File: config.mk
export PLATFORM = sky130hd
export DESIGN_NAME = btn_event_decoder
export DESIGN_NICKNAME = d
export VERILOG_FILES = /design/src/rtl/btn_event_decoder.sv
export SDC_FILE = /design/constraint.sdc
export NUM_CORES = 1
export LEC_CHECK = 0
export ABC_AREA = 1
export BUFFER_PORTS_ARGS = -buffer_cell sky130_fd_sc_hd__buf_4
export CAP_MARGIN = 20
export CORE_MARGIN = 4
export CORE_UTILIZATION = 50
export DETAILED_ROUTE_END_ITERATION = 16
export PLACE_DENSITY = 0.75
export REMOVE_ABC_BUFFERS = 1
export SYNTH_ARGS = -nofsm -noshare
export SYNTH_HDL_FRONTEND = slang
export SYNTH_SLANG_ARGS = --single-unit
File: constraint.sdc
create_clock -name clk -period 2.65 [get_ports clk]
set_clock_uncertainty 0.2 [all_clocks]
set_input_delay 0.1325 -clock clk [delete_from_list [all_inputs] [get_ports clk]]
set_output_delay 0.1325 -clock clk [all_outputs]
set_load 0.05 [all_outputs]
File: src/rtl/btn_event_decoder.sv
// Button event decoder: classifies a debounced button level into short/long/repeat(/double) pulses.
// Latency: event pulses are registered, 1 cycle after the deciding sample; o_hold decodes the state register.
// Backpressure: none; i_btn is sampled every cycle and pulses are fire-and-forget. Optional double click via BTN_DCLICK_EN.
module btn_event_decoder #(
    parameter int TICK_DIV     = 100000,
    parameter int LONG_TICKS   = 1000,
    parameter int REPEAT_TICKS = 200,
    parameter int DCLICK_TICKS = 300
) (
    input  logic clk,
    input  logic rst,
    input  logic i_btn,
    output logic o_short,
    output logic o_long,
    output logic o_repeat,
    output logic o_double,
    output logic o_hold
);

    // The hold counter must cover the largest threshold it is compared against.
    localparam int HMAX_A = (LONG_TICKS > REPEAT_TICKS) ? LONG_TICKS : REPEAT_TICKS;
    localparam int HMAX   = (HMAX_A > DCLICK_TICKS) ? HMAX_A : DCLICK_TICKS;
    localparam int HW     = $clog2(HMAX + 1);
    localparam int DW     = $clog2(TICK_DIV);

    localparam logic [DW-1:0] DIV_LAST    = DW'(TICK_DIV - 1);
    localparam logic [HW-1:0] LONG_LAST   = HW'(LONG_TICKS - 1);
    localparam logic [HW-1:0] REPEAT_LAST = HW'(REPEAT_TICKS - 1);
    localparam logic [HW-1:0] HOLD_SAT    = '1;
`ifdef BTN_DCLICK_EN
    localparam logic [HW-1:0] DCLICK_LAST = HW'(DCLICK_TICKS - 1);
`endif

    typedef enum logic [2:0] {
        S_LOCKOUT   = 3'd0,
        S_IDLE      = 3'd1,
        S_PRESS     = 3'd2,
`ifdef BTN_DCLICK_EN
        S_LONG_HOLD = 3'd3,
        S_WAIT_2ND  = 3'd4,
        S_HOLD2     = 3'd5
`else
        S_LONG_HOLD = 3'd3
`endif
    } state_t;

    state_t          r_state;
    state_t          w_state_nxt;
    logic [DW-1:0]   r_div_cnt;
    logic [HW-1:0]   r_hold_cnt;
    logic            w_tick;
    logic            w_transition;

    logic            r_short;
    logic            r_long;
    logic            r_repeat;
    logic            w_short_nxt;
    logic            w_long_nxt;
    logic            w_repeat_nxt;
`ifdef BTN_DCLICK_EN
    logic            r_double;
    logic            w_double_nxt;
`endif

    assign w_tick       = (r_div_cnt == DIV_LAST);
    assign w_transition = (w_state_nxt != r_state);

    // State register; reset lands in LOCKOUT so a button held through reset stays silent.
    always_ff @(posedge clk or negedge rst) begin
        if (!rst) begin
            r_state <= S_LOCKOUT;
        end else begin
            r_state <= w_state_nxt;
        end
    end

    // Next-state logic; a release always wins over a coincident threshold tick.
    always_comb begin
        w_state_nxt = r_state;
        case (r_state)
            S_LOCKOUT: begin
                if (!i_btn) w_state_nxt = S_IDLE;
            end
            S_IDLE: begin
                if (i_btn) w_state_nxt = S_PRESS;
            end
            S_PRESS: begin
                if (!i_btn) begin
`ifdef BTN_DCLICK_EN
                    w_state_nxt = S_WAIT_2ND;
`else
                    w_state_nxt = S_IDLE;
`endif
                end else if (w_tick && (r_hold_cnt == LONG_LAST)) begin
                    w_state_nxt = S_LONG_HOLD;
                end
            end
            S_LONG_HOLD: begin
                if (!i_btn) w_state_nxt = S_IDLE;
            end
`ifdef BTN_DCLICK_EN
            S_WAIT_2ND: begin
                if (i_btn) begin
                    w_state_nxt = S_HOLD2;
                end else if (w_tick && (r_hold_cnt == DCLICK_LAST)) begin
                    w_state_nxt = S_IDLE;
                end
            end
            S_HOLD2: begin
                if (!i_btn) w_state_nxt = S_IDLE;
            end
`endif
            default: w_state_nxt = S_LOCKOUT;
        endcase
    end

    // Output decode: next value of each event pulse, plus the hold level from the current state.
    always_comb begin
        w_short_nxt  = 1'b0;
        w_long_nxt   = 1'b0;
        w_repeat_nxt = 1'b0;
`ifdef BTN_DCLICK_EN
        w_double_nxt = 1'b0;
`endif
        o_hold       = (r_state == S_PRESS) || (r_state == S_LONG_HOLD);
        case (r_state)
            S_PRESS: begin
                if (!i_btn) begin
`ifndef BTN_DCLICK_EN
                    w_short_nxt = 1'b1;
`endif
                end else if (w_tick && (r_hold_cnt == LONG_LAST)) begin
                    w_long_nxt = 1'b1;
                end
            end
            S_LONG_HOLD: begin
                if (i_btn && w_tick && (r_hold_cnt == REPEAT_LAST)) begin
                    w_repeat_nxt = 1'b1;
                end
            end
`ifdef BTN_DCLICK_EN
            S_WAIT_2ND: begin
                if (i_btn) begin
                    w_double_nxt = 1'b1;
                end else if (w_tick && (r_hold_cnt == DCLICK_LAST)) begin
                    w_short_nxt = 1'b1;
                end
            end
`endif
            default: begin
                w_short_nxt = 1'b0;
            end
        endcase
    end

    // Tick prescaler; restarts on every state change so timing is measured from state entry.
    always_ff @(posedge clk or negedge rst) begin
        if (!rst) begin
            r_div_cnt <= '0;
        end else if (w_transition || w_tick) begin
            r_div_cnt <= '0;
        end else begin
            r_div_cnt <= r_div_cnt + DW'(1);
        end
    end

    // Tick counter within a state; cleared on state entry and on each repeat, saturating otherwise.
    always_ff @(posedge clk or negedge rst) begin
        if (!rst) begin
            r_hold_cnt <= '0;
        end else if (w_transition || w_repeat_nxt) begin
            r_hold_cnt <= '0;
        end else if (w_tick && (r_hold_cnt != HOLD_SAT)) begin
            r_hold_cnt <= r_hold_cnt + HW'(1);
        end
    end

    // Registered event pulses; each is high for exactly one cycle.
    always_ff @(posedge clk or negedge rst) begin
        if (!rst) begin
            r_short  <= 1'b0;
            r_long   <= 1'b0;
            r_repeat <= 1'b0;
        end else begin
            r_short  <= w_short_nxt;
            r_long   <= w_long_nxt;
            r_repeat <= w_repeat_nxt;
        end
    end

`ifdef BTN_DCLICK_EN
    // Registered double-click pulse.
    always_ff @(posedge clk or negedge rst) begin
        if (!rst) begin
            r_double <= 1'b0;
        end else begin
            r_double <= w_double_nxt;
        end
    end
    assign o_double = r_double;
`else
    assign o_double = 1'b0;
`endif

    assign o_short  = r_short;
    assign o_long   = r_long;
    assign o_repeat = r_repeat;

endmodule

Word-level counts from Yosys, hierarchy flattened
Cells that the tools add are included.
Word-level totals
  bits in registers: 33
  bits of input ports: 3
  logic and storage cells: 41
Operators by class
  add/subtract/negate cells: 2
  eq/ne operators: 8
  muxes and demuxes: 15
  reduce and logical (&&, ||, !) cells: 10
Operators with widths (count)
  two-way mux 10 bit: 2
  adder 17 x 1 -> 17 bit (second input constant): 1
  == test 17 bit (second input constant): 1
  two-way mux 17 bit: 1
  two-way mux 3 bit: 4
  adder 10 x 1 -> 10 bit (second input constant): 1
  == test 10 bit (second input constant): 1
  == test 10 x 8 -> 1 bit (second input constant): 1
  != test 10 bit (second input constant): 1
  one-hot mux 3 bit (3 select lines): 1
  two-way mux 1 bit: 7
  == test 3 x 2 -> 1 bit (second input constant): 2
  logical AND 1 bit: 4
  == test 3 x 1 -> 1 bit (second input constant): 1
  logical NOT 3 bit: 1
  logical OR 1 bit: 3
  != test 3 bit: 1
  nonzero test 2 bit: 1
  OR reduction 2 bit: 1

Depth between registers and ports, before layout
Gate-level depths: netlist of run 1.
  word-level depth: 8
  depth in mapped cells: 13

Least setup slack after synthesis of run 1
OpenSTA, ideal clock, no wires.
  kind: reg2reg
  start: register r_state[2]
  end: register r_div_cnt[10]
  library setup time: 0.122 ns
  data arrival time: 2.028 ns
  data required time: 2.328 ns
  path slack: 0.300 ns
  cell stages (with the launch flop): 12
  period minus slack after synthesis: 2.350 ns
  path through: dfrtp_1 -> nor2_1 -> nand4_1 -> nor2_1 -> nand2_2 -> nand2_2 -> nand3_2 -> nand2_2 -> inv_2 -> nand2_4 -> buf_12 -> nor2_2
Between the ends
  longest elaborated chain between the ends: 6
  elaborated cells between the ends (all ways): 13
RTL lines
  start, declared: RTL line 47  | state_t r_state;
  start signal, assigned: RTL line 73  | r_state <= w_state_nxt;
  == test 3 x 2 -> 1 bit (tied with other cells): RTL line 80  | case (r_state)
  OR reduction 2 bit (no line) or two-way mux 3 bit (tied branches)
  one-hot mux 3 bit (3 select lines): RTL line 80
  != test 3 bit *: RTL line 66  | assign w_transition = (w_state_nxt != r_state);
  logical OR 1 bit *: RTL line 160  | end else if (w_transition || w_tick) begin
  two-way mux 17 bit *: RTL line 160
  end signal, assigned: RTL line 163  | r_div_cnt <= r_div_cnt + DW'(1);
  end, declared: RTL line 49  | logic [DW-1:0] r_div_cnt;
Every way passes the cells marked *; elsewhere a longest branch is shown, timed or not.
A chain may end at the register's enable or synchronous reset.

Final worst setup path of run 1
  start: register r_hold_cnt[0]
  end: register r_div_cnt[2]
Between the ends
  longest elaborated chain between the ends: 8
RTL lines
  start, declared: RTL line 50  | logic [HW-1:0] r_hold_cnt;
  start signal, assigned: RTL line 174  | r_hold_cnt <= r_hold_cnt + HW'(1);
  == test 10 bit: RTL line 94  | end else if (w_tick && (r_hold_cnt == LONG_LAST)) begin
  logical AND 1 bit: RTL line 94
  two-way mux 3 bit: RTL line 94
  two-way mux 3 bit: RTL line 88  | if (!i_btn) begin
  one-hot mux 3 bit (3 select lines): RTL line 80
  != test 3 bit: RTL line 66
  logical OR 1 bit: RTL line 160
  two-way mux 17 bit: RTL line 160
Every way passes these cells.

==> results.tsv, run 1 <==
metric	value	unit
Resize count post-CTS	0	
Die Area	4650	um^2
GRT Util Overall	0.170	
critical path peak fanout	16	
initial core utilization	0.530	
Final nets	241	
CTS tree	done	
register area share after synthesis	0.456	
vias per inst	5.03	
critical path capture point type	flip-flop	
clk root buf	clkbuf_4	
critical path depth	12	
commonest cells after routing, fill and taps aside	42 x nand2_1, 33 x dfrtp_1, 31 x nor2_1	
std cell rows	21	
Bufs on Longest Clock Path	2	
status	finished clean	
synthesized cell area	1810	um^2
ant diodes	0	
routed wire length	3.26	mm
die width	68.2	um
layout cells sized above 1	0.181	
drt first pass iters	4	
grt ovf	0	
crit-path cells	ha_1 > nand2_2 > nor2_2 > nand3_1 > nor2_1 > nand2_2 > nand2_2 > nand3_2 > nand2_2 > inv_2 > nand2_4 > nor2_1	
global-route wire length before repair	5.87	mm
initial antenna violation count	0	
GR Util met1	0.229	
Core ar.	3420	um^2
Antenna Nets Post-Route	0	
crit path launch	r_hold_cnt[0]	
Slew Viols, Final	0	
Post-synth EDFFs	0	
worst skew pair latency	0.34	ns
met2 Use GR	0.254	
worst min-delay path category	input port to asynchronous set/reset pin	
Max Cap Viol	0	
pwr dens	448	nW/um^2
Detailed Route Iter0 Violations	94	
final setup violating endpoints	0	
clock transition at the registers of the reported paths	0.10	ns
Seq cells post-synth	33	
reg-to-reg startpoint	r_hold_cnt[0]	
CP required	2.67	ns
fmax	472	MHz
largest net degree at the start of global routing	34	
async set or reset register ratio after synthesis	1.00	
Final Hold Violating Endpoints	0	
commonest non-fill, non-tap cell in the layout	nand2_1	
Placer Congestion	0.864	
Post-Route Setup TNS	0	ns
crit path time final	2.12	ns
Syn Inst Count	222	
R2R depth	12	
gr busiest metal	met2	
count of cell types in the netlist	29	
warning count from the yosys run	0	
CP peak stage delay	0.44	ns
vias post-DR	1424	
Top Family by Delay on Critical Path	simple AND/OR/NAND/NOR gates	
vias in the first global route	1324	
Tcrit/Tclk final	0.800	
CTS Buf Count	5	
Max rail drop VDD	248	uV
number of buffers added on ports	6	
clk sinks	33	
Buf+Inv Stages, Crit Path	1	
Leak Pwr	0.855	nW
Wirelength per Cell	11.5	um
met3 Track Usage GR	0.0493	
Post-DP HPWL	2.42	mm
RSZ-0062 raised after global routing	false	
I/O Pins	8	
CP arrival	2.14	ns
Crit Path Class	flip-flop to flip-flop	
Worst Setup Start Kind	flip-flop	
Area Overhead vs Synth	9.33	%
CP max-delay cell	dfrtp_1	
Design Power	0.888	mW
DRC Markers	0	
cell mode on critical path	nand2_2	
Top FF cell, synth	dfrtp_1	
Avg Inst Size Synth	8.16	um^2
CTS H-tree lvls	2	
die span in y	68.2	um
==> per-stage QoR <==
step	instance area (um^2)	setup slack [ns]	hold slack, ns	util	instances
2_1_floorplan	1790	0.323	-0.363	-	221
6_report	1980	0.530	0.0501	0.579	283
4_1_cts	1980	0.524	0.0502	0.579	283
5_1_grt	1980	0.372	0.104	0.579	283
3_5_place_dp	1890	0.557	-0.106	0.553	273
3_3_place_gp	1890	0.605	-0.109	0.553	273
==> metal layers <==
layer,wire length (um),share of wire,vias up
met5,0,0,-
met1,1620,0.50,664
met2,1430,0.44,27
met4,63,0.019,0
li1,-,-,726
met3,147,0.045,7
==> cells in the mapped netlist, drive strengths merged, types with 3 or more instances <==
library cell	n	area share
dfrtp	33	0.46
inv	33	0.068
nand2	47	0.11
nand3	12	0.041
nand4	10	0.041
nor2	46	0.12
nor3	7	0.019
o21ai	5	0.014
xnor2	3	0.015
xor2	9	0.044
==> state kept, by name, summed over array words and instances (netlist names) <==
signal      cells
r_hold_cnt     10
o_repeat        1
r_div_cnt      17
o_long          1
o_short         1
r_state         3
==> final cells by class <==
| cell class | count | area [um^2] |
|---|---|---|
| tap | 46 | 57.6 |
| fill | 301 | 1440 |
| clock inverter | 1 | 5.00 |
| clock buffer | 7 | 65.1 |
| timing repair buffer | 8 | 65.1 |
| multi-input combinational | 154 | 832 |
| sequential | 33 | 826 |
| inverter | 34 | 129 |
==> kinds of logic after synthesis <==
logic type | count (synthesis) | share of synthesized area
other cells | 1 | 0.00207
xor+xnor | 12 | 0.0581
compound gates | 13 | 0.0422
flops | 33 | 0.456
fa+ha+maj | 2 | 0.0138
simple gates | 125 | 0.341
buf+inv | 36 | 0.0864
==> power breakdown <==
part / switching, mW / internal, mW / leakage (nW) / total, mW
Sequential: 0.00511 / 0.508 / 0.456 / 0.514
Combinational: 0.0388 / 0.0129 / 0.358 / 0.0516
Clock: 0.169 / 0.154 / 0.0413 / 0.322
Total: 0.213 / 0.675 / 0.855 / 0.888
==> repair_timing <==
item / 4_1_cts / 5_1_grt
hold endpoints to repair: 37 / 0
setup buffers: 0 / 0
hold buffers: 2 / 0
==> final timing paths <==
check | slack, ns | end
setup / recovery | 0.53 | r_div_cnt[2]
hold / removal | 0.05 | r_div_cnt[7]
setup reg to reg | 0.53 | r_div_cnt[2]
hold reg to reg | 0.29 | r_div_cnt[0]
max in group asynchronous | 1.90 | r_state[1]
min in group clk | 0.29 | r_div_cnt[0]
Power figures use the tool's default switching activity.
==> inputs of run 2 (changes only) <==
- PLACE_DENSITY: 0.75 -> 0.77
- clock period: 2.65 -> 1.9 ns (I/O delays scaled with it)
==> run 2 against run 1 <==
Effect of this change: the run now ends with setup timing left; hold slack got worse by 0.011 ns; global-route usage increased by 2.9 points; core utilization increased by 11 points; sequential power grew 39%; first-iteration DRC count up 19%; clock power grew 12%; via count rose by 11%; sequential share of layout area down 6.7 points; largest cell class unchanged; largest power group unchanged; highest routed layer unchanged.
==> results.tsv, run 2 (synthesized netlist as in run 1, its figures left out) <==
metric	value	unit	change
status	complete, but fails checks		
failing checks	setup timing		
Core ar.	3420	um^2	unchanged
critical path capture point type	flip-flop		
Die Area	4650	um^2	unchanged
clk root buf	clkbuf_4		
std cell rows	21		unchanged
Bufs on Longest Clock Path	2		unchanged
die span in y	68.2	um	unchanged
Leak Pwr	1.01	nW	+18%
Max rail drop VDD	425	uV	+72%
clk sinks	33		unchanged
initial core utilization	0.530		unchanged
Wirelength per Cell	13.3	um	+16%
CP required	1.92	ns	-0.75 ns
CTS tree	done		
reg-to-reg startpoint	r_div_cnt[1]		
final worst slack	-0.00705	ns	-0.537 ns
I/O Pins	8		unchanged
commonest non-fill, non-tap cell in the layout	nand2_1		
final setup violating endpoints	4		+4
Area Overhead vs Synth	30.1	%	
Post-DP HPWL	2.70	mm	+12%
die width	68.2	um	unchanged
vias in the first global route	1539		+16%
Cell Count, Final, Fillers Out	313		+11%
WHS	0.0391	ns	-0.0110 ns
CP arrival	1.93	ns	-0.21 ns
vias per inst	5.07		+0.70%
Max Cap Viol	0		unchanged
Placer Congestion	0.891		+3.1%
crit path launch	r_div_cnt[1]		
GRT Util Overall	0.199		+0.0288
initial antenna violation count	0		unchanged
R2R depth	12		unchanged
number of buffers added on ports	6		unchanged
worst skew pair latency	0.32	ns	-0.02 ns
CTS Buf Count	5		unchanged
R2R Setup Slk	-0.007	ns	-0.54 ns
largest net degree at the start of global routing	34		unchanged
pwr dens	504	nW/um^2	+12%
commonest cells after routing, fill and taps aside	40 x nand2_1, 35 x buf_4, 33 x dfrtp_1		
# placed instances	297		+8.8%
fmax	524	MHz	+11%
clock transition at the registers of the reported paths	0.10	ns	about the same
vias post-DR	1586		+11%
max reg flops	17		unchanged
crit path time final	1.91	ns	-0.213 ns
Final Hold Violating Endpoints	0		unchanged
Post-Route Setup TNS	-0.0100	ns	-0.0100 ns
RSZ-0062 raised after global routing	true		
routed wire length	4.17	mm	+28%
ant diodes	0		unchanged
worst min-delay path category	input port to asynchronous set/reset pin		
Final nets	271		+12%
global-route wire length before repair	6.82	mm	+16%
CTS H-tree lvls	2		unchanged
Tcrit/Tclk final	1.00		+0.204
Antenna Nets Post-Route	0		unchanged
Slew Viols, Final	0		unchanged
grt ovf	0		unchanged
Largest Register	r_div_cnt		
worst reg2reg path endpoint	r_div_cnt[16]		
biggest regs	r_div_cnt: 17 flops, r_hold_cnt: 10 flops, r_state: 3 flops		
Worst Setup Start Kind	flip-flop		
critical path peak fanout	8		-8
Detailed Route Iter0 Violations	112		+19%
Crit Path Class	flip-flop to flip-flop		
layout cells sized above 1	0.341		+0.159
DRC Markers	0		unchanged
drt first pass iters	4		unchanged
[run 2: power breakdown]
| part | leakage, nW | switching, mW | internal, mW |
|---|---|---|---|
| combinational | 0.529 | 0.0727 | 0.0379 |
| sequential | 0.456 | 0.00544 | 0.709 |
| clock | 0.0265 | 0.214 | 0.147 |
[run 2: through the flow]
stage	power [mW]	worst slack [ns]	cell area, um^2	utilization
5_1_grt	1.25	-0.132	2360	0.690
3_3_place_gp	0.814	-0.00450	2070	0.606
2_1_floorplan	0.771	-0.427	1790	-
6_report	1.19	-0.00705	2360	0.690
4_1_cts	1.19	-0.000707	2180	0.640
3_5_place_dp	0.815	-0.0737	2070	0.606
[run 2: area by class of cell]
cell class	count	area, um^2
Clock buffer	8	48.8
Fill cell	275	1060
Inverter	34	140
Multi-Input combinational cell	155	1000
Sequential cell	33	826
Tap cell	46	57.6
Timing Repair Buffer	37	283
[run 2: layer usage]
metal	part of all wire	wire, um	GRT usage
met1	0.45	1870	0.261
met2	0.48	2010	0.308
met3	0.045	189	0.0460
met4	0.023	94	0.0968
met5	0	0	0
[run 2: worst max path at each step]
stage                     depth (start not counted)  slack (ns)       endpoint
after CTS                                        13     -0.0007  r_hold_cnt[4]
after floorplan                                  10       -0.43  r_div_cnt[11]
after detailed placement                         10       -0.07  r_hold_cnt[4]
after global placement                           12      -0.004  r_div_cnt[14]
final                                            12      -0.007  r_div_cnt[16]
after global routing                             11       -0.13  r_div_cnt[11]
[run 2: critical path, stage by stage, from the launching register on]
cell	delay, ns
dfrtp_1	0.37
ha_2	0.22
nand3_4	0.10
inv_4	0.10
nand3_4	0.08
nor2_4	0.18
nand2_2	0.08
nand2_2	0.06
nand3_2	0.08
nand2_4	0.12
inv_8	0.06
nand2_8	0.10
nor2_1	0.05
[run 2: what timing repair did]
action                                  CTS  global route
gates resized for setup                   7            33
setup buffers                             1             5
pin swaps                                 1             7
hold buffers                              2             0
hold endpoints to repair                 36             0
endpoints found under the setup margin   25            27
gates cloned                              0             1
